<file path="src/rtl/fetch_pc_unit.sv">
// Instruction-fetch stage: owns the PC, fetches over a req/ack handshake
// and holds the fetched word for decode until it is allowed to advance.
module fetch_pc_unit #(
    parameter logic [31:0] RESET_PC = 32'h0000_0000,
    parameter int          CNT_W    = 32
) (
    input  logic             clk,
    input  logic             reset,
    output logic             imem_req,
    output logic [31:0]      imem_addr,
    input  logic             imem_ack,
    input  logic [31:0]      imem_rdata,
    output logic [31:0]      instr,
    output logic             instr_valid,
    output logic [31:0]      pc,
    output logic [31:0]      pc_plus4,
    input  logic             stall,
    input  logic             branch_taken,
    input  logic [31:0]      signimm,
    input  logic             jump,
    input  logic [25:0]      jump_index,
    output logic [CNT_W-1:0] instr_count
);

    typedef enum logic {
        S_REQ   = 1'b0,
        S_VALID = 1'b1
    } state_t;

    state_t           state_q, state_d;
    logic [31:0]      pc_q, pc_d;
    logic [31:0]      instr_q, instr_d;
    logic [CNT_W-1:0] count_q, count_d;
    logic [31:0]      pc_plus4_w;
    logic [31:0]      branch_target_w;
    logic [31:0]      jump_target_w;

    assign pc_plus4_w      = pc_q + 32'd4;
    // Word offset scaled to bytes; the top two offset bits fall off.
    assign branch_target_w = pc_plus4_w + {signimm[29:0], 2'b00};
    assign jump_target_w   = {pc_plus4_w[31:28], jump_index, 2'b00};

    always_ff @(posedge clk) begin
        if (reset) begin
            state_q <= S_REQ;
            pc_q    <= RESET_PC;
            instr_q <= 32'h0;
            count_q <= '0;
        end else begin
            state_q <= state_d;
            pc_q    <= pc_d;
            instr_q <= instr_d;
            count_q <= count_d;
        end
    end

    always_comb begin
        state_d = state_q;
        pc_d    = pc_q;
        instr_d = instr_q;
        count_d = count_q;
        case (state_q)
            S_REQ: begin
                if (imem_ack) begin
                    instr_d = imem_rdata;
                    state_d = S_VALID;
                end
            end
            S_VALID: begin
                if (!stall) begin
                    if (jump) begin
                        pc_d = jump_target_w;
                    end else if (branch_taken) begin
                        pc_d = branch_target_w;
                    end else begin
                        pc_d = pc_plus4_w;
                    end
                    count_d = count_q + CNT_W'(1);
                    state_d = S_REQ;
                end
            end
            default: state_d = S_REQ;
        endcase
    end

    assign imem_req    = (state_q == S_REQ);
    assign imem_addr   = pc_q;
    assign instr_valid = (state_q == S_VALID);
    assign instr       = instr_q;
    assign pc          = pc_q;
    assign pc_plus4    = pc_plus4_w;
    assign instr_count = count_q;

endmodule
</file>
<file path="config.mk">
export PLATFORM = sky130hd
export DESIGN_NAME = fetch_pc_unit
export DESIGN_NICKNAME = d
export VERILOG_FILES = /design/src/rtl/fetch_pc_unit.sv
export SDC_FILE = /design/constraint.sdc
export NUM_CORES = 1
export LEC_CHECK = 0
export ABC_AREA = 1
export BUFFER_PORTS_ARGS = -buffer_cell sky130_fd_sc_hd__clkbuf_2
export CORE_AREA = 5 5 146 148
export DETAILED_ROUTE_END_ITERATION = 16
export DIE_AREA = 0 0 151 153
export GPL_TIMING_DRIVEN = 0
export PLACE_DENSITY = 0.67
export REMOVE_ABC_BUFFERS = 1
export SLEW_MARGIN = 10
export SYNTH_ARGS = -nofsm -noshare
export SYNTH_HDL_FRONTEND = slang
export SYNTH_SLANG_ARGS = --single-unit
</file>
<file path="constraint.sdc">
create_clock -name clk -period 2.46 [get_ports clk]
set_input_delay 0.123 -clock clk [delete_from_list [all_inputs] [get_ports clk]]
set_output_delay 0.123 -clock clk [all_outputs]
set_load 0.1 [all_outputs]
</file>
==> run summary, run 1 <==
The number of antenna violations at the first check in global routing came out at 1. The run gives 9644 as the via total after detailed routing. For this run, the slowest stage of the critical path takes 390 ps.

The standard cell with the maximum stage delay on the critical path was sky130_fd_sc_hd__dfxtp_4. The sum of net half-perimeters after detailed placement was 21.7 mm; the depth of the CTS H-tree was 3. The mean post-synth cell area came out at 5.97 um2.

The worst setup path is captured at a flop. Most common cell after layout, fill and taps aside: sky130_fd_sc_hd__nand2_1. The flow ran to the end, but the final reports show violations. The net count of the finished layout is 1732. The data arrival time of the critical path was 3140 ps. The wire length per cell was 16.7 um; the count of final max-slew check failures was 0. For this design the static power due to leakage is 5.63 nW. The tools report the master cell of the clock root buffer as sky130_fd_sc_hd__clkbuf_16. The max-capacitance violation count is 0. The first routing iteration left 601 violations. The floorplan die width is 151 um, and the count of placed standard cells including taps is 1759. After synthesis the netlist holds a flip-flop and latch count of 95. Timing would allow up to 350 MHz. The count of placed standard cells in the final layout, fillers left out came out at 1874. The die covers 0.0231 mm2. The final reports fail on negative setup slack. After detailed routing, the number of remaining DRC violations is 0. Counting the buffers created by CTS gives 9. For the post-synthesis instance total, the log shows 1299. Class of the worst hold path: in -> reg. Setup repair after global routing could not meet its margin everywhere. Pin placement for this block handled 258 I/O pins. The kind of critical path is reg -> reg.

At the placement stage, the worst setup path has a slack of -942 ps. The number of enable flip-flop cells after synthesis is 0. The share of post-route cells with drive strength above 1 works out to 39.3%. The tools report the via count of the first global-routing pass as 8944. Final hold violation count: 0.

The height of the die is 153 um. In this run the tool buffered the top-level ports with 249 buffer cells. The floorplan has 52 rows. The async set-reset flop share out of synthesis is 0%, and the number of sinks handled by clock tree synthesis is 95. Entering global routing, the biggest net connects 38 pins.

After filler insertion, the fill cell instance count of the layout stands at 1821. The worst-skew pair later-pin latency was 350 ps; the count of TritonRoute iterations in the first routing pass was 5. During synthesis, Yosys emitted a total of 0 warnings.

The cell area power density was 495 mW/mm2; the standard cell core area was 0.0199 mm2. The area growth from synthesis to layout is 50.1%. At the pin with the least slew margin, the transition time is 1080 ps.

The signal on the critical path passes through ha_4, nand2_4, nor2_4, nand2_4, nor2_4, buf_6, a21o_1, nand2_2, inv_2, ha_4, nand2_2, nor2_4, nand2_2, nor3_2, nand2_1, nand3_1, nand3_2, a21oi_2. The worst setup path is launched from a flop. The total overflow reported by the global router is 0, and the total detailed-routing wirelength is 31.2 mm. TritonCTS built the clock tree. The routed design could run at a clock period as short as 2860 ps.

The synthesized netlist occupies a cell area of 0.00776 mm2. Synthesis instantiated 44 different standard cells from the library. The detail route stage leaves a number of antenna-violating nets equal to 0.

Leaving out fill and tap cells, the most frequent cells in the layout are 268 x sky130_fd_sc_hd__nand2_1, 240 x sky130_fd_sc_hd__clkbuf_2, 151 x sky130_fd_sc_hd__nor2_1, 138 x sky130_fd_sc_hd__inv_1, 80 x sky130_fd_sc_hd__a21oi_1. Routability-driven placement finished with a final weighted congestion of 0.952. In this run the deepest clock path goes through 2 buffers. The tools report the wire length of the first global-routing pass as 45.9 mm.

The most common flop cell mapped by yosys is sky130_fd_sc_hd__dfxtp_1. The initial utilization of the core area, before any placement, comes to 39.0%. Between clock sinks in the finished design, the worst skew comes to 12.8 ps.

Summed over all failing endpoints, the final setup total negative slack is -6100 ps. In the routed layout, each cell is associated on average with a via count of 5.15. The run gives 27.6% as the max-slew headroom at the worst pin. After clock tree synthesis, the clock-pin slew on the worst setup and hold paths is 80 ps. Setup violations remaining at the end of the flow were counted as 22.

The worst-case IR drop observed on VDD is 0.404 mV. The overall power was 5.76 mW; the part of the cycle the worst path needs was 116%. Global routing consumed, over all layers together, 24.8% of the routing resources. At the worst endpoint, the required time is 2750 ps. The tools report the final critical-path setup slack as -398 ps.

The tools report the register area share after synthesis as 24.5%. Of all nets on the critical path, the largest fanout is 5.
-- layout make-up --
| cell class | count | area, um2 | area share (%) |
|---|---|---|---|
| multi-input cells | 977 | 6250 | 53.7 |
| repair buffers | 347 | 2130 | 18.3 |
| flip-flops and latches | 95 | 1980 | 17.0 |
| inverters | 168 | 633 | 5.44 |
| well taps | 270 | 338 | 2.90 |
| clock buffers | 9 | 225 | 1.93 |
| clock inverters | 7 | 86.3 | 0.741 |
| diodes | 1 | 2.50 | 0.0215 |
-- cells by family after synthesis --
| kind of cell | after synthesis | share of synthesized area [%] |
|---|---|---|
| XOR/XNOR | 36 | 4.45 |
| AO/OA/AOI/OAI | 210 | 14.2 |
| flip-flops | 95 | 24.5 |
| other | 1 | 0.0483 |
| AND/OR/NAND/NOR | 685 | 37.4 |
| adder cells (fa/ha/maj) | 38 | 6.23 |
| buffers and inverters | 234 | 13.1 |
-- per-layer routing --
| layer | track usage [%] | part of all wire [%] | vias up |
|---|---|---|---|
| li1 | - | - | 4686 |
| met1 | 30.2 | 38 | 4421 |
| met2 | 43.0 | 49 | 457 |
| met3 | 4.83 | 9.1 | 78 |
| met4 | 9.07 | 3.5 | 2 |
| met5 | 0 | 0.042 | - |
-- Yosys cell counts (18+ instances only) --
master | n | area share (%)
sky130_fd_sc_hd__nor3_1 | 18 | 1.2
sky130_fd_sc_hd__xor2_1 | 25 | 2.8
sky130_fd_sc_hd__a21oi_1 | 101 | 6.5
sky130_fd_sc_hd__clkbuf_1 | 23 | 1.1
sky130_fd_sc_hd__dfxtp_1 | 95 | 25
sky130_fd_sc_hd__nand4_1 | 21 | 1.7
sky130_fd_sc_hd__o21ai_0 | 84 | 5.4
sky130_fd_sc_hd__inv_1 | 161 | 7.8
sky130_fd_sc_hd__nand2_1 | 346 | 17
sky130_fd_sc_hd__nor2_1 | 188 | 9.1
sky130_fd_sc_hd__buf_4 | 36 | 3.5
sky130_fd_sc_hd__nand3_1 | 71 | 4.6
sky130_fd_sc_hd__ha_1 | 37 | 6.0
-- critical path: cells and delay by family (launching register included) --
family                   cells  cell delay (ps)
flip-flops                   1              390
AO/OA/AOI/OAI                2              290
buffers and inverters        2              230
AND/OR/NAND/NOR             12             1520
adder cells (fa/ha/maj)      2              340
-- through the flow --
stage	util, %	instance area, um2	hold slack [ps]
2_1_floorplan	-	7390	192
3_3_place_gp	45.1	8970	344
3_5_place_dp	45.3	9010	353
4_1_cts	54.4	10800	3.31
5_1_grt	58.5	11600	25.5
6_report	58.5	11600	10.4
-- state kept, by name (all words and copies together) (netlist names) --
signal,cells
instr,32
instr_count,32
imem_addr,30
instr_valid,1
-- repair_timing --
action | CTS | global route
endpoints found under the setup margin | 71 | 32
endpoints found under the hold margin | 28 | 0
pin swaps | 64 | 90
hold buffers | 28 | 0
gates resized for setup | 223 | 155
gates cloned | 2 | 0
buffers inserted | 40 | 28
-- worst paths after layout --
kind	from	slack [ps]	cells after the start	end
worst max register to register	imem_addr[2]	-400	18	imem_addr[30]
worst min-delay path	imem_rdata[6]	10	3	instr[6]
worst min register to register	instr_count[31]	500	2	instr_count[31]
worst max-delay path	imem_addr[2]	-400	18	imem_addr[30]
-- report_power, final --
part | switching [mW] | internal (mW)
Clock | 0.681 | 0.813
Combinational | 1.93 | 0.640
Sequential | 0.0891 | 1.61
Total | 2.70 | 3.06
Power figures use the tool's default switching activity.
==> run 2, diff against run 1 <==
- CTS_BUF_LIST: default -> sky130_fd_sc_hd__clkbuf_2
==> run 2 against run 1 <==
  * The flow still finishes with violations (negative setup slack)
  * Non-clock buffer count increased by 87
  * Final area up 12%
  * Critical path depth stayed put
  * Via count increased by 8.2%
  * Fmax down 5.7%
  * Critical endpoint is now imem_addr[29]
  * Largest cell class unchanged
==> run summary, run 2 (same netlist as run 1, synthesis figures left out) <==
For the final database, setup skew stands at 42.3 ps. After detailed routing, the average wire length per cell comes to 18.2 um. The share of post-route cells with drive strength above 1 works out to 42.3%.

The path with the worst hold slack has its endpoint at imem_addr[5]. In this run the static leakage power is 6.20 nW. The final net count was 1819; the worst-skew pair later-pin latency was 630 ps.

The number of violations reported at the end of detailed-routing iteration 0 is 841. The number of antenna violations at the first check in global routing is 0. The final weighted congestion of routability-driven global placement is 0.952. The tools report the max-capacitance violation count as 0. The top cell types in the final layout, fill and taps aside, are 242 x sky130_fd_sc_hd__nand2_1, 232 x sky130_fd_sc_hd__clkbuf_2, 146 x sky130_fd_sc_hd__nor2_1, 131 x sky130_fd_sc_hd__inv_1, 82 x sky130_fd_sc_hd__a21oi_1. The overall power is 5.49 mW, and the number of routed nets with antenna violations is 0. For the pin with the worst max-slew slack, the measured transition is 1140 ps.

Total overflow reported by the global router: 0. Based on the critical path, the design can be clocked at up to 330 MHz. Setup violations remaining at the end of the flow were counted as 39. Across the VDD grid, the largest voltage drop is 0.422 mV. The core region is 0.0199 mm2.

The data required time at the worst endpoint is 3040 ps. OpenSTA, run right after detailed placement, puts the worst setup slack at -942 ps. The final reports fail on negative setup slack. Along the worst path, the maximum fanout reaches 5.

The wire length of the first global-routing pass is 49.4 mm. Measured along the x axis, the die boundary spans 151 um. For the count of boundary I/O pins, the log shows 258.

The master cell of the clock root buffer is sky130_fd_sc_hd__clkbuf_2. Summed over all layers, the routed wires come to 35.8 mm. The count of TritonRoute iterations in the first routing pass is 5, and the number of placement rows is 52. The initial utilization of the core area, before any placement, comes to 39.0%. The most common cell after layout, fill and taps aside was sky130_fd_sc_hd__nand2_1.

Launch instance of the worst min-delay path: signimm[3]. The origin of the critical flop-to-flop path is imem_addr[3]. The number of antenna diodes in the final layout is 0.

After detailed routing, the number of remaining DRC violations is 0. Clock slew at the register clock pins of the worst setup and hold paths: 310 ps. Hold timing on the final database bottoms out at a slack of 45.7 ps. The tools report the number of sinks handled by clock tree synthesis as 95. The count of buffers added on input and output ports is 249.

The part of the cycle the worst path needs was 123%. The endpoint of the worst-slack reg-to-reg timing path is imem_addr[29]. The final hold violation count is 0.

Average via count per standard cell: 5.32. The count of placed standard cells including taps was 1759; the layout overhead on the synthesized area was 67.4%. The height of the die came out at 153 um. TritonCTS built the clock tree.

Headroom to the max-slew limit came out at 23.9%. The endpoint class of the critical path is a flop. The count of final max-slew check failures was 0.

The data arrival time of the critical path is 3610 ps. The worst hold path was traced through 5 stages. Setup repair after global routing could not meet its margin everywhere.

The run finished, with violations left. Pin count of the biggest net entering global routing: 38. The count of placed standard cells in the final layout, fillers left out is 1960.

The time the final worst path needs with I/O delays and setup was 3030 ps; the cell area after placement was 0.00901 mm2. The via count of the first global-routing pass is 9856, and the total die area is 0.0231 mm2. The run gives 26.6% as the aggregate global-route resource usage. Counting cells, the worst reg-to-reg path comes to 18. The routed layout has 10400 vias. In this run, CTS created clock tree buffers numbering 9.

For the sum of net half-perimeters after detailed placement, the log shows 21.7 mm. The tools report the depth of the CTS H-tree as 3. Once layout is done, the placed cells without fillers occupy 0.0130 mm2. Maximum root-to-sink buffer count: 2.

The critical path is of the reg -> reg type. The worst setup path is launched from a flop. In this run the power density over the cells is 422 mW/mm2.

The min-delay analysis places its worst path in the category in -> reg. Setup slack on the worst reg-to-reg path comes out at -570 ps. The run gives -571 ps as the final critical-path setup slack.
## run 2: where the power goes
part	internal, mW	switching [mW]
clock	0.260	0.614
combinational	0.855	2.06
sequential	1.62	0.0823
total	2.73	2.75
## run 2: critical path, stage by stage, from the launching register on
cell                      delay [ps]
sky130_fd_sc_hd__dfxtp_4         450
sky130_fd_sc_hd__ha_4            160
sky130_fd_sc_hd__nand2_4          60
sky130_fd_sc_hd__nor2_4          180
sky130_fd_sc_hd__nand2_4         100
sky130_fd_sc_hd__nor2_4          180
sky130_fd_sc_hd__buf_4           150
sky130_fd_sc_hd__buf_6            90
sky130_fd_sc_hd__nand3_1          70
sky130_fd_sc_hd__and2_4          170
sky130_fd_sc_hd__ha_4            290
sky130_fd_sc_hd__nand2_1          90
sky130_fd_sc_hd__nor2_2          150
sky130_fd_sc_hd__nand2_2         100
sky130_fd_sc_hd__nor3_1          200
sky130_fd_sc_hd__nand2_1         160
sky130_fd_sc_hd__nand3_1         110
sky130_fd_sc_hd__nand3_1         100
sky130_fd_sc_hd__a21oi_2         150
## run 2: layer usage
metal / track usage (%) / up-vias / part of all wire, %
met5: 0 / - / 0
met4: 13.8 / 0 / 7.1
met3: 5.30 / 197 / 8.2
met2: 46.6 / 566 / 48
met1: 30.3 / 4802 / 36
li1: - / 4871 / -
## run 2: worst max path at each step
stage | slack (ps) | cells past startpoint | start | end
3_5_place_dp | -940 | 7 | instr_valid | imem_addr[4]
3_3_place_gp | -950 | 7 | instr_valid | imem_addr[4]
6_report | -570 | 18 | imem_addr[3] | imem_addr[29]
2_1_floorplan | -3220 | 18 | imem_addr[3] | imem_addr[20]
4_1_cts | -340 | 19 | imem_addr[3] | imem_addr[29]
5_1_grt | -720 | 18 | imem_addr[3] | imem_addr[22]
## run 2: stage by stage
step                      util, %  TNS (ps)
after floorplan                 -   -144340
after global placement       45.1    -63210
after detailed placement     45.3    -32180
after CTS                    59.3     -5900
after global routing         65.2    -17100
final                        65.2    -11130
## run 2: area by class of cell
class	count	area [um2]
timing repair buffer	434	3370
tap	270	338
sequential	95	1980
clock buffer	9	45.0
clock inverter	7	86.3
multi-input combinational	977	6520
inverter	168	647
fill	1579	6920
## run 2: what timing repair did
action | 4_1_cts | 5_1_grt
hold endpoints to repair | 78 | 0
hold buffers | 77 | 0
setup buffers | 64 | 45
setup endpoints to repair | 79 | 54
pin swaps | 81 | 105
gates cloned | 2 | 0
resized for setup | 308 | 229
==> run 3, diff against run 2 <==
==> constraint.sdc (replaced) <==
create_clock -name clk -period 2.46 [get_ports clk]
set_input_delay 0.492 -clock clk [delete_from_list [all_inputs] [get_ports clk]]
set_output_delay 0.492 -clock clk [all_outputs]
set_load 0.1 [all_outputs]
==> run 3 against run 2 <==
  * Utilization shrank 4.1 points
  * Critical path type unchanged
  * Non-clock buffer count decreased by 92
  * Final cell count down 4.6%
  * The flow still finishes with violations (negative setup slack)
  * First-iteration DRC count fell by 18%
  * Sequential share of layout area grew 1.1 points
  * Clock power rose by 0.5%
  * Worst setup slack improved by 3.9 ps
==> run summary, run 3 (same netlist as run 1, synthesis figures left out) <==
The flow ran to the end, but the final reports show violations. The checks that failed: negative setup slack. For the internal power, the log shows 2.62 mW.

The cell sitting at the root of the clock tree is a sky130_fd_sc_hd__clkbuf_2. Of the total power, the clock network draws 16.5%. Max-cap violations in this run came to 0.

The time the final worst path needs with I/O delays and setup was 3030 ps; the total detailed-routing wirelength was 32.7 mm. In this run the worst setup path begins at imem_addr[15]. Among all stages on the critical path, the largest delay is contributed by sky130_fd_sc_hd__dfxtp_4.

The final hold violation count is 0, and the count of placed standard cells in the final layout, fillers left out is 1870. The clock net in this run drives a total of 95 sinks. For this block, the initial DRC count from the detailed router was 686. Number of buffers created by CTS: 9. In the layout the commonest cells are 231 x sky130_fd_sc_hd__nand2_1, 229 x sky130_fd_sc_hd__clkbuf_2, 148 x sky130_fd_sc_hd__nor2_1, 130 x sky130_fd_sc_hd__inv_1, 90 x sky130_fd_sc_hd__nand2_2.

258 I/O pins were placed. The sequential cell area in the final layout is 0.00198 mm2. In this design, the critical path's most frequently occurring cell is sky130_fd_sc_hd__nand2_2.

The setup slack at placement came out at -1130 ps. Summed over all cells, the static leakage comes to 5.81 nW. The number of placement rows was 52. In this run, flip-flops and latches consume 31.9% of the power. The worst register-to-register path ends at imem_addr[24].

After clock tree synthesis, the clock-pin slew on the worst setup and hold paths is 300 ps. For the total net switching power, the log shows 2.69 mW. TritonCTS built the clock tree. The critical path runs through a total of 16 cells. Measured along the y axis, the die boundary spans 153 um.

Class of the worst hold path: in -> reg. End of the critical path: imem_addr[24]. Relative to the synthesized area, the layout overhead comes to 56.9%. For the multi-input logic area, the log shows 0.00645 mm2.

Routability-driven placement finished with a final weighted congestion of 0.952. Entering global routing, the biggest net connects 38 pins. After detailed placement, the total cell area comes to 0.00901 mm2. Once the floorplan was initialized, standard cells occupied 39.0% of the core.

The wire length of the first global-routing pass was 47.0 mm; the final instance area was 0.0122 mm2. The via count of the first global-routing pass is 9290, and the worst-skew pair later-pin latency is 630 ps. The worst setup path is of the reg -> reg kind. Port buffer count: 249.

For the worst setup path, the data arrival time is 3570 ps. The final critical-path setup slack was -567 ps; the floorplan die width was 151 um. The tools report the number of antenna violations at the first check in global routing as 2. After global routing the overflow that remains totals 0. The data required time at the worst endpoint is 3010 ps. The logs give 46.8 ps for the post-route clock skew and 1759 for the count of placed standard cells including taps. The share of post-route cells with drive strength above 1 was 44.1%. In the routed layout, each cell is associated on average with a via count of 5.27. In the finished design, the share of the clock period the worst path needs comes to 123%.

The count of final max-slew check failures was 0; the aggregate global-route resource usage was 25.4%. The number of buffer and inverter stages on the critical path is 1. Top fanout value on the critical path: 4. The library cell used most frequently in the layout, excluding fill and tap cells, is sky130_fd_sc_hd__nand2_1. The signal on the critical path passes through nand2_1, nor2_2, nand2_1, nor2_4, nand2_2, xor2_2, inv_2, ha_4, a21oi_1, o21ai_1, a21oi_2, nand3_2, nand2_2, nand3_2, nand2_2, a21oi_2. Based on the critical path, the design can be clocked at up to 330 MHz. Cell family contributing the most delay on the critical path: simple AND/OR/NAND/NOR gates.

The peak supply drop was 0.429 mV. For this run, the slowest stage of the critical path takes 430 ps. In this run the power density over the cells is 436 mW/mm2. Measured in cells, the most critical reg-to-reg path has a length of 16. The tools report the maximum root-to-sink buffer count as 2. The worst setup path is captured at a flop. Counting the fill cells in the layout gives 1716.

Setup repair after global routing could not meet its margin everywhere. For this run, the post-layout net count is 1727. Origin of the critical flop-to-flop path: imem_addr[15]. The depth of the CTS H-tree is 3, and the wire length per cell is 17.5 um. The worst setup path is launched from a flop.

Summed over all nets, the half-perimeter wirelength after detailed placement is 21.7 mm. The region available for standard cell placement spans 0.0199 mm2. Setup violations remaining at the end of the flow were counted as 48.

The detail route stage leaves a number of antenna-violating nets equal to 0. The die covers 0.0231 mm2. Combinational logic burns 51.5% of the power. The first TritonRoute pass finished after 6 iterations.

At the pin with the least slew margin, the transition time is 1110 ps. The logs give -570 ps for the reg-to-reg setup timing slack and 9857 for the via total after detailed routing. In the routed design, unresolved DRC markers number 0. The switching portion of total power came out at 50.7%. Max-slew headroom at the worst pin: 26.2%.
## run 3: worst min path at each step
stage                          from               to  cells after the start
detailed placement  instr_count[31]  instr_count[31]                      2
global route         imem_rdata[28]        instr[28]                      3
finish               imem_rdata[24]        instr[24]                      3
global placement     instr_count[1]   instr_count[1]                      2
floorplan                     reset  instr_count[21]                      1
CTS                   imem_rdata[2]         instr[2]                      3
## run 3: through the flow
stage               TNS [ps]  power, mW  util [%]  hold slack [ps]
floorplan            -155410       3.35         -              561
global placement      -87520       3.79      45.1              482
detailed placement    -42560       3.80      45.3              487
CTS                   -13990       5.09      57.0             5.94
global route          -23780       5.54      61.1            0.256
finish                -17040       5.31      61.1             60.7
## run 3: metal layers
layer	vias to the layer above	GRT usage, %	routed length (um)
li1	4694	-	-
met1	4492	29.8	12000
met2	532	43.3	16000
met3	137	5.24	2900
met4	2	12.9	1770
met5	-	0	12
## run 3: worst min-delay path, stage by stage
cell and delay, ps:
sky130_fd_sc_hd__clkbuf_2 80, sky130_fd_sc_hd__nor2_1 30, sky130_fd_sc_hd__nor2_1 80
## run 3: power by group through the flow
| stage | clock [mW] | sequential (mW) | combinational (mW) |
|---|---|---|---|
| after CTS | 0.901 | 1.69 | 2.50 |
| after global routing | 0.973 | 1.71 | 2.86 |
| after floorplan | 0 | 2.50 | 0.851 |
| after detailed placement | 0 | 1.74 | 2.06 |
| final | 0.878 | 1.70 | 2.74 |
| after global placement | 0 | 1.74 | 2.05 |
## run 3: final cells by class
| cell class | count | share of cell area, % |
|---|---|---|
| sequential | 95 | 16.3 |
| inverter | 168 | 5.40 |
| tap | 270 | 2.78 |
| clock buffer | 9 | 0.370 |
| timing repair buffer | 342 | 21.4 |
| clock inverter | 7 | 0.709 |
| multi-input combinational | 977 | 53.0 |
| antenna | 2 | 0.0411 |
## run 3: what timing repair did
action | in CTS | in global routing
gates cloned | 2 | 0
buffers inserted | 59 | 25
endpoints found under the setup margin | 82 | 60
endpoints found under the hold margin | 3 | 4
hold buffers | 3 | 4
resized for setup | 380 | 163
pin swaps | 76 | 106
